File: config.mk
export PLATFORM = sky130hd
export DESIGN_NAME = speed_step_divider
export DESIGN_NICKNAME = d
export VERILOG_FILES = /design/src/rtl/speed_step_divider.sv
export SDC_FILE = /design/constraint.sdc
export NUM_CORES = 1
export LEC_CHECK = 0
export CAP_MARGIN = 20
export CORE_ASPECT_RATIO = 1.25
export CORE_MARGIN = 2
export CORE_UTILIZATION = 45
export CTS_CLUSTER_DIAMETER = 50
export DETAILED_ROUTE_END_ITERATION = 8
export MAX_ROUTING_LAYER = met4
export PLACE_DENSITY_LB_ADDON = 0.1
export SLEW_MARGIN = 10
export SYNTH_ARGS = -nofsm -noshare
export SYNTH_HDL_FRONTEND = slang
export SYNTH_SLANG_ARGS = --single-unit
File: constraint.sdc
create_clock -name clk -period 6.8 [get_ports clk]
set_input_delay 1.36 -clock clk [delete_from_list [all_inputs] [get_ports clk]]
set_output_delay 1.36 -clock clk [all_outputs]
set_load 0.01 [all_outputs]
File: src/rtl/speed_step_divider.sv
// rtl/speed_step_divider.sv - speed up/down/reset events to saturated terminal count, plus tick divider
module speed_step_divider #(
    parameter int unsigned WIDTH         = 32,
    parameter int unsigned DEFAULT_COUNT = 3472,
    parameter int unsigned STEP          = 10,
    parameter int unsigned MIN_COUNT     = 100,
    parameter int unsigned MAX_COUNT     = 100000
) (
    input  logic             clk,
    input  logic             reset,
    input  logic             speed_up_event,
    input  logic             speed_down_event,
    input  logic             speed_reset_event,
    output logic [WIDTH-1:0] clk_count_to,
    output logic             tick,
    output logic             at_min,
    output logic             at_max,
    output logic             rate_changed
);

    localparam logic [WIDTH-1:0] DEF_C  = WIDTH'(DEFAULT_COUNT);
    localparam logic [WIDTH-1:0] STEP_C = WIDTH'(STEP);
    localparam logic [WIDTH-1:0] MIN_C  = WIDTH'(MIN_COUNT);
    localparam logic [WIDTH-1:0] MAX_C  = WIDTH'(MAX_COUNT);
    // Thresholds precomputed so the per-cycle compares never wrap.
    localparam logic [WIDTH-1:0] UP_FLOOR = WIDTH'(MIN_COUNT + STEP);
    localparam logic [WIDTH-1:0] DN_CEIL  = WIDTH'(MAX_COUNT - STEP);

    logic             up_hist_q, dn_hist_q, rst_hist_q;
    logic [WIDTH-1:0] count_q, count_d;
    logic [WIDTH-1:0] div_q, div_d;
    logic             tick_q, tick_d;
    logic             changed_q, changed_d;
    logic             up_rise, dn_rise, rst_rise;

    always_comb begin
        up_rise  = speed_up_event & ~up_hist_q;
        dn_rise  = speed_down_event & ~dn_hist_q;
        rst_rise = speed_reset_event & ~rst_hist_q;

        count_d = count_q;
        if (rst_rise) begin
            count_d = DEF_C;
        end else if (up_rise && !dn_rise) begin
            count_d = (count_q >= UP_FLOOR) ? count_q - STEP_C : MIN_C;
        end else if (dn_rise && !up_rise) begin
            count_d = (count_q <= DN_CEIL) ? count_q + STEP_C : MAX_C;
        end
        changed_d = (count_d != count_q);

        // Compare against the current count; a shrinking count catches up on the next edge.
        if (div_q >= count_q) begin
            div_d  = '0;
            tick_d = 1'b1;
        end else begin
            div_d  = div_q + 1'b1;
            tick_d = 1'b0;
        end
    end

    always_ff @(posedge clk) begin
        if (reset) begin
            up_hist_q  <= 1'b1;
            dn_hist_q  <= 1'b1;
            rst_hist_q <= 1'b1;
            count_q    <= DEF_C;
            div_q      <= '0;
            tick_q     <= 1'b0;
            changed_q  <= 1'b0;
        end else begin
            up_hist_q  <= speed_up_event;
            dn_hist_q  <= speed_down_event;
            rst_hist_q <= speed_reset_event;
            count_q    <= count_d;
            div_q      <= div_d;
            tick_q     <= tick_d;
            changed_q  <= changed_d;
        end
    end

    assign clk_count_to = count_q;
    assign tick         = tick_q;
    assign rate_changed = changed_q;
    assign at_min       = (count_q == MIN_C);
    assign at_max       = (count_q == MAX_C);

endmodule

* Word-level counts from Yosys, hierarchy flattened
Cells that the tools add are included.
Word-level totals: word-level logic and storage cells 33, register bits 69, input port bits 5, output and inout bits 36
Cells by class: mux-type cells 6, eq/ne operators 3, bitwise logic cells 6, add/sub/neg operators 3, reduce and logical (&&, ||, !) cells 5, magnitude comparators 3
Operators by type and width (number):
- $mux W32 | 5
- $add A32 B1 Y32 const B | 1
- $add A32 B4 Y32 const B | 1
- $eq A32 B17 Y1 const B | 1
- $eq A32 B7 Y1 const B | 1
- $ge A32 B32 Y1 | 1
- $ge A32 B7 Y1 const B | 1
- $le A32 B17 Y1 const B | 1
- $ne A32 B32 Y1 | 1
- $sub A32 B4 Y32 const B | 1
- $and A1 B1 Y1 | 3
- $not A1 Y1 | 3
- $logic_and A1 B1 Y1 | 2
- $logic_not A1 Y1 | 2
- $reduce_or A2 Y1 | 1
- $mux W1 | 1

* Logic depth before layout (Yosys ltp)
Gate-level depths: netlist of the first run.
depth in word-level cells 8, mapped depth 13, gate-level depth less buffers 11

* Least setup slack after synthesis of the first run
OpenSTA, ideal clock, no wires.
path kind input to register, start point input speed_up_event, end point register changed_q, in the netlist rate_changed, setup time 0.120 ns, arrival 3.320 ns, required time 6.680 ns, path slack 3.361 ns, stages 10, buffers on the path 1, cell sequence nand2b_1 > clkbuf_1 > nor2_1 > o31ai_4 > o21ai_2 > a31oi_1 > mux2_2 > a2111oi_2 > nand4_1 > o31a_1
On the way: cells in the longest elaborated chain, start to end 7, elaborated cells on any way between the ends 8, those cells by class 1 x eq/ne; 3 x mux; 1 x bitwise; 3 x reduce/logical
RTL lines:
- start: declaration | RTL line 11 | input logic speed_up_event,
- $and A1 B1 Y1 * | RTL line 37 | up_rise = speed_up_event & ~up_hist_q;
- $logic_not A1 Y1 | RTL line 46 | end else if (dn_rise && !up_rise) begin
- $logic_and A1 B1 Y1 | RTL line 46
- $mux W32 | RTL line 46
- $mux W32 * | RTL line 44 | end else if (up_rise && !dn_rise) begin
- $mux W32 * | RTL line 42 | if (rst_rise) begin
- $ne A32 B32 Y1 * | RTL line 49 | changed_d = (count_d != count_q);
- end signal: assignment | RTL line 77 | changed_q <= changed_d;
- end: declaration | RTL line 33 | logic changed_q, changed_d;
Every way passes the cells marked *; elsewhere a longest branch is shown, timed or not. A chain may end at the register's enable or synchronous reset.

* Final worst setup path of the first run
start point input speed_down_event, end point register changed_q, in the netlist rate_changed
On the way: cells in the longest elaborated chain, start to end 6, elaborated cells on any way between the ends 8, those cells by class 1 x eq/ne; 3 x mux; 1 x bitwise; 3 x reduce/logical
RTL lines:
- start: declaration | RTL line 12 | input logic speed_down_event,
- $and A1 B1 Y1 * | RTL line 38 | dn_rise = speed_down_event & ~dn_hist_q;
- $logic_and A1 B1 Y1 or $logic_not A1 Y1 (tied branches) | RTL line 46, 44
- $mux W32 or $logic_and A1 B1 Y1 (tied branches) | RTL line 46, 44
- $mux W32 * | RTL line 44
- $mux W32 * | RTL line 42
- $ne A32 B32 Y1 * | RTL line 49
Marks and branches as above.

==> results of run 1 <==
[final cells by class]
cell class	instances	area, um^2	share of cell area, %
clock buffer	13	260	4.40
clock inverter	3	67.6	1.14
inverter	38	143	2.41
multi-input combinational	529	3430	57.9
sequential	69	1380	23.4
tap	135	169	2.86
timing repair buffer	49	468	7.91
[through the flow]
stage | worst slack (ns) | hold WS (ns) | area [um^2] | util [%]
3_5_place_dp | 1.96 | 0.517 | 5590 | 50.4
6_report | 2.23 | 0.528 | 5920 | 53.4
3_3_place_gp | 2.02 | 0.505 | 5590 | 50.4
5_1_grt | 1.99 | 0.566 | 5920 | 53.4
4_1_cts | 2.30 | 0.535 | 5920 | 53.4
2_1_floorplan | 3.36 | 0.472 | 5100 | -
[cells by family after synthesis]
kind of cell               Yosys count
and+or+nand+nor                    294
AOI/OAI and AO/OA                  143
buffers and inverters               77
DFF                                 69
xor gates and xnor gates            56
adders and majority gates           35
muxes                                1
[flip-flops by register name (all words and copies together), names as in the netlist]
signal / count
clk_count_to: 32
div_q: 32
dn_hist_q: 1
rate_changed: 1
rst_hist_q: 1
tick: 1
up_hist_q: 1
[cell usage after synthesis, drive strengths merged (3+ instances only)]
master   instances  area share (%)
and3            14             1.7
nor3            31             3.1
nand3           27             2.6
o32ai            6             1.0
o31a             3            0.52
and2             3            0.37
or2              3            0.37
inv             38             2.8
and4             4            0.69
a21o            19             2.8
o211ai           3            0.44
a2111oi          5            0.98
nand4           27             3.3
clkbuf          37             2.7
dfxtp           69              27
o311a            3            0.59
o2111ai          3            0.52
nor4            19             2.3
nand2b           7            0.86
or4              8             1.3
nor2            88             6.5
ha              35             8.6
nand2           43             3.2
xor2            26             4.5
a211oi           7             1.0
o41ai            4            0.69
a211o            5            0.86
nor2b            8            0.98
o22ai            5            0.61
xnor2           30             5.2
a31oi            6            0.74
o31ai            7             1.3
a21oi           31             3.0
or3              9             1.1
o21ai           20             2.0
[where the power goes]
group	switching [uW]	internal [uW]
Sequential	19.5	411
Clock	194	342
Combinational	68.4	45.2
[worst max-delay path, cell delays in order]
cell and delay [ns]:
clkdlybuf4s50_1 0.49, nor2b_1 0.36, nand2_1 0.39, a21oi_1 0.90, o21bai_1 0.17, mux2_2 0.31, a2111oi_2 0.35, nand4_1 0.15
o31a_1 0.31
[metal layers]
| metal | share of wire, % | global-route usage (%) |
|---|---|---|
| met5 | 0 | - |
| met4 | 5.6 | 18.9 |
| met3 | 5.7 | 2.94 |
| met2 | 47 | 53.0 |
| met1 | 41 | 38.8 |
[path summary, 6_finish.rpt]
| path | startpoint | end | slack, ns | cells past startpoint |
|---|---|---|---|---|
| hold reg to reg | div_q[31]$_SDFF_PP0_ | div_q[31]$_SDFF_PP0_ | 0.53 | 2 |
| setup / recovery | speed_down_event | rate_changed$_SDFF_PP0_ | 2.23 | 9 |
| setup reg to reg | clk_count_to[12]$_SDFF_PP0_ | rate_changed$_SDFF_PP0_ | 2.61 | 9 |
| hold / removal | div_q[31]$_SDFF_PP0_ | div_q[31]$_SDFF_PP0_ | 0.53 | 2 |
==> impl_results.md, run 1 <==
* Kind of critical path: in -> reg
* Largest family of logic cells by synthesized area: simple AND/OR/NAND/NOR gates
* Slew headroom at 32.5%
* Cell count after synthesis at 675
* GR Overflow Total at 0
* Primary FF master, synth: dfxtp_1
* Most common cell after layout, fill and taps aside: nor2_1
* Mean Syn Cell Area at 7.56 um^2
* PwrDens at 183 mW/mm^2
* Wire per inst at 22.8 um
* Most frequent cells in the layout: nor2_1 (88), dfxtp_1 (69), nand2_1 (43)
* Clk buf depth at 2
* Hold Crit Class: reg -> reg
* Diodes inserted at 0
* Synth Net Count at 715
* Port bufs at 40
* Post-synthesis simple-gate area fraction at 28.9%
* CP Capture Type: flop
* Total I/O pin count at 41
* Initial core utilization at 46.0%
* RSZ-0062 raised after global routing: no
* Number of flops mapped to enable cells by yosys at 0
* Largest net degree at the start of global routing at 33
* H-tree Lvls at 3
* Die ar. at 0.0122 mm^2
* Core area at 0.0111 mm^2
* Synth Area in Adders at 8.59%
* Layout cell share with drive strength beyond 1 at 4.99%
* Register area share after synthesis at 27.1%
* Placed insts at 820
* MaxCap Viol Count at 0
* Hold Fails Final Rpt at 0
* Complex-gate fraction of the synthesized area at 19.8%
* Initial antenna violation count at 0
* Tmin final at 4.57 ns
* Post-route DRC violation count at 0
* Clk root buf: clkbuf_16
* Placer Congestion at 0.972
* Area grow syn2layout at 16.0%
* Clock Sinks at 69
* Mux contribution to synthesized area at 0.221%
* Ys Warns at 0
* DR pass1 iterations at 5
* Pins Over Slew Limit at 0
* Total CTS buffers at 9
* Vias in the first global route at 5240
* Worst-path fanout max at 13
* Total track usage at 32.3%
* Setup_tns at 0 ns
* Antenna-violating nets left at 0
* Final setup fails at 0
* Fmax at 219 MHz
* Period utilization at 67.2%
* Die Width at 99.2 um
* Cts repair resizes at 0
* Cts hold-fix bufs at 0
* Layout Skew at 0.0103 ns
* Fill cells at 1071
* Leak at 0.00236 uW
* Status: finished, final reports clean
* Post-synthesis xor/xnor area fraction at 9.62%
* Post-CTS Setup Repair Bufs at 0
* Die Height at 123 um
* Data arrival time of the worst path at 4.80 ns
* Overall routed net length at 19100 um
* Worst skew pair latency at 0.34 ns
* Initial DRC Count at 459
* #FFs+latches synth at 69
* Synthesized area at 0.00510 mm^2
* CP Data Required Time at 7.03 ns
* Nets at 736
* Vias per cell at 6.50
* Placed wire-length estimate at 14200 um
* Total power draw at 1080 uW
* Vias at 5434
* Worst-path clk slew at 0.06 ns
* Worst Tran Pin Value at 1.01 ns
* Ys async rst share at 0%
* Global-route wire length before repair at 29500 um
* Core Rows at 43
* Peak supply drop at 0.110 mV
* Critical Path Start Type: input pin
* Post-Layout Cell Count at 836
* Yosys cell types at 57
* TritonCTS clock tree: built
(Power assumes the default switching activity.)
==> inputs of run 2 (changes only) <==
- clock period: 6.8 -> 3.95 ns (I/O delays scaled with it)
==> run 2 against run 1 <==
Via count increased by 4.1%. Sequential share of layout area shrank 1.0 points. Clock skew is 0.0052 ns higher. Largest power group unchanged. Hold slack better by 0.0077 ns. Wire length increased by 4.8%. Utilization grew 2.5 points. Highest routed layer unchanged.
==> impl_results.md, run 2 (synthesis results as in run 1) <==
* Tmin final at 3.72 ns
* Clock Sinks at 69 (unchanged)
* Fin area at 0.00619 mm^2 (was 0.00592 mm^2)
* Leak at 0.00255 uW (was 0.00236 uW)
* CP Data Required Time at 4.19 ns (was 7.03 ns)
* Slew headroom at 36.0% (was 32.5%)
* Worst-path fanout max at 8 (was 13)
* Worst-path clk slew at 0.07 ns (was 0.06 ns)
* Hold Crit Class: reg -> reg (unchanged)
* Largest net degree at the start of global routing at 33 (unchanged)
* Area grow syn2layout at 21.4% (was 16.0%)
* Worst Tran Pin Value at 0.951 ns (was 1.01 ns)
* Global-route wire length before repair at 30700 um (was 29500 um)
* Fill cells at 1069 (was 1071)
* Sequential Power Share at 40.8% (was 39.9%)
* P_sw at 498 uW (was 282 uW)
* Placed wire-length estimate at 15700 um (was 14200 um)
* Fmax at 269 MHz
* Period utilization at 94.2%
* GR Overflow Total at 0 (unchanged)
* Cts repair resizes at 0 (unchanged)
* Post-Layout Cell Count at 877 (was 836)
* Post-CTS Setup Repair Bufs at 0 (unchanged)
* Multi-input logic area at 0.00343 mm^2 (unchanged)
* Port bufs at 40 (unchanged)
* Diodes inserted at 0 (unchanged)
* Placed insts at 862 (was 820)
* Overall routed net length at 20000 um (was 19100 um)
* Clock power share at 46.2% (was 49.6%)
* Total CTS buffers at 9 (unchanged)
* Placer Congestion at 1.09 (was 0.972)
* Initial DRC Count at 421 (was 459)
* Wire per inst at 22.8 um (about the same)
* Die Height at 123 um (unchanged)
* Most frequent cells in the layout: nor2_1 (88), dfxtp_1 (69), buf_4 (51) (was nor2_1 (88), dfxtp_1 (69), nand2_1 (43))
* Core area at 0.0111 mm^2 (unchanged)
* TritonCTS clock tree: built (unchanged)
* Critical Path Start Type: flop (was input pin)
* Dpl cell area at 0.00590 mm^2 (was 0.00559 mm^2)
* FF+latch area at 0.00138 mm^2 (unchanged)
* Vias in the first global route at 5544 (was 5240)
* Core Rows at 43 (unchanged)
* Clk buf depth at 2 (unchanged)
* Die ar. at 0.0122 mm^2 (unchanged)
* Final WS setup at 0.231 ns (was 2.23 ns)
* Cts hold-fix bufs at 0 (unchanged)
* Initial core utilization at 46.0% (unchanged)
* Most common cell after layout, fill and taps aside: nor2_1 (unchanged)
* DR pass1 iterations at 8 (was 5)
* Setup_tns at 0 ns (unchanged)
* Vias at 5657 (was 5434)
* Post-route DRC violation count at 0 (unchanged)
* Pins Over Slew Limit at 0 (unchanged)
* Vias per cell at 6.45 (was 6.50)
* PwrDens at 288 mW/mm^2 (was 183 mW/mm^2)
* Net Sw Frac at 27.9% (was 26.1%)
* Layout cell share with drive strength beyond 1 at 10.5% (was 4.99%)
* CP Capture Type: flop (unchanged)
* Nets at 778 (was 736)
* Hold Fails Final Rpt at 0 (unchanged)
* Antenna-violating nets left at 0 (unchanged)
* Layout Skew at 0.0155 ns (was 0.0103 ns)
* Status: finished, final reports clean (unchanged)
* Initial antenna violation count at 0 (unchanged)
* Total I/O pin count at 41 (unchanged)
* H-tree Lvls at 3 (unchanged)
* Internal at 1290 uW (was 799 uW)
* Total power draw at 1790 uW (was 1080 uW)
* Total track usage at 34.0% (was 32.3%)
* MaxCap Viol Count at 0 (unchanged)
* Clk root buf: clkbuf_16 (unchanged)
* Combinational fraction of design power at 13.0% (was 10.5%)
* Die Width at 99.2 um (unchanged)
* Peak supply drop at 0.196 mV (was 0.110 mV)
* Data arrival time of the worst path at 3.95 ns (was 4.80 ns)
* Final setup fails at 0 (unchanged)
* Worst skew pair latency at 0.35 ns (was 0.34 ns)
* RSZ-0062 raised after global routing: no (unchanged)
* DP Worst Slack at 0.220 ns (was 1.96 ns)
* Kind of critical path: reg -> reg (was in -> reg)
## run 2: area by class of cell
| cell class | instances | area share (%) |
|---|---|---|
| Tap cell | 135 | 2.73 |
| Clock buffer | 9 | 3.64 |
| Sequential cell | 69 | 22.3 |
| Clock inverter | 6 | 1.05 |
| Inverter | 38 | 2.30 |
| Multi-Input combinational cell | 529 | 55.3 |
| Timing Repair Buffer | 91 | 12.6 |
## run 2: worst paths after layout
| path | from | end | slack (ns) | cells after the start |
|---|---|---|---|---|
| worst min register to register | div_q[31]$_SDFF_PP0_ | div_q[31]$_SDFF_PP0_ | 0.54 | 2 |
| worst max register to register | clk_count_to[15]$_SDFF_PP0_ | rate_changed$_SDFF_PP0_ | 0.23 | 10 |
| worst min-delay path | div_q[31]$_SDFF_PP0_ | div_q[31]$_SDFF_PP0_ | 0.54 | 2 |
| worst max-delay path | clk_count_to[15]$_SDFF_PP0_ | rate_changed$_SDFF_PP0_ | 0.23 | 10 |
## run 2: routing by layer
metal	part of all wire, %	GRT usage [%]
met2	49	57.3
met3	6.3	5.60
met1	38	37.0
met4	6.9	22.4
met5	0	-
## run 2: power by group through the flow
stage / Combinational [uW] / Sequential [uW] / Clock (uW)
floorplan: 134 / 737 / 0
global placement: 226 / 745 / 0
detailed placement: 225 / 745 / 0
CTS: 227 / 729 / 822
global route: 247 / 732 / 849
finish: 232 / 730 / 825
## run 2: stage by stage
stage                     utilization [%]  hold WS [ns]
final                                55.9         0.536
after global routing                 55.9         0.561
after CTS                            55.9         0.534
after detailed placement             53.3         0.520
after global placement               53.3         0.507
after floorplan                         -         0.472
## run 2: critical path, stage by stage (launching register included)
cell and delay [ns]:
dfxtp_1 0.31, nor4_1 0.80, nand4_1 0.45, o31ai_4 0.57
o21ai_2 0.14, o21bai_1 0.17, mux2_2 0.27, a2111oi_2 0.33
buf_4 0.16, nand4_1 0.08, o31a_1 0.31
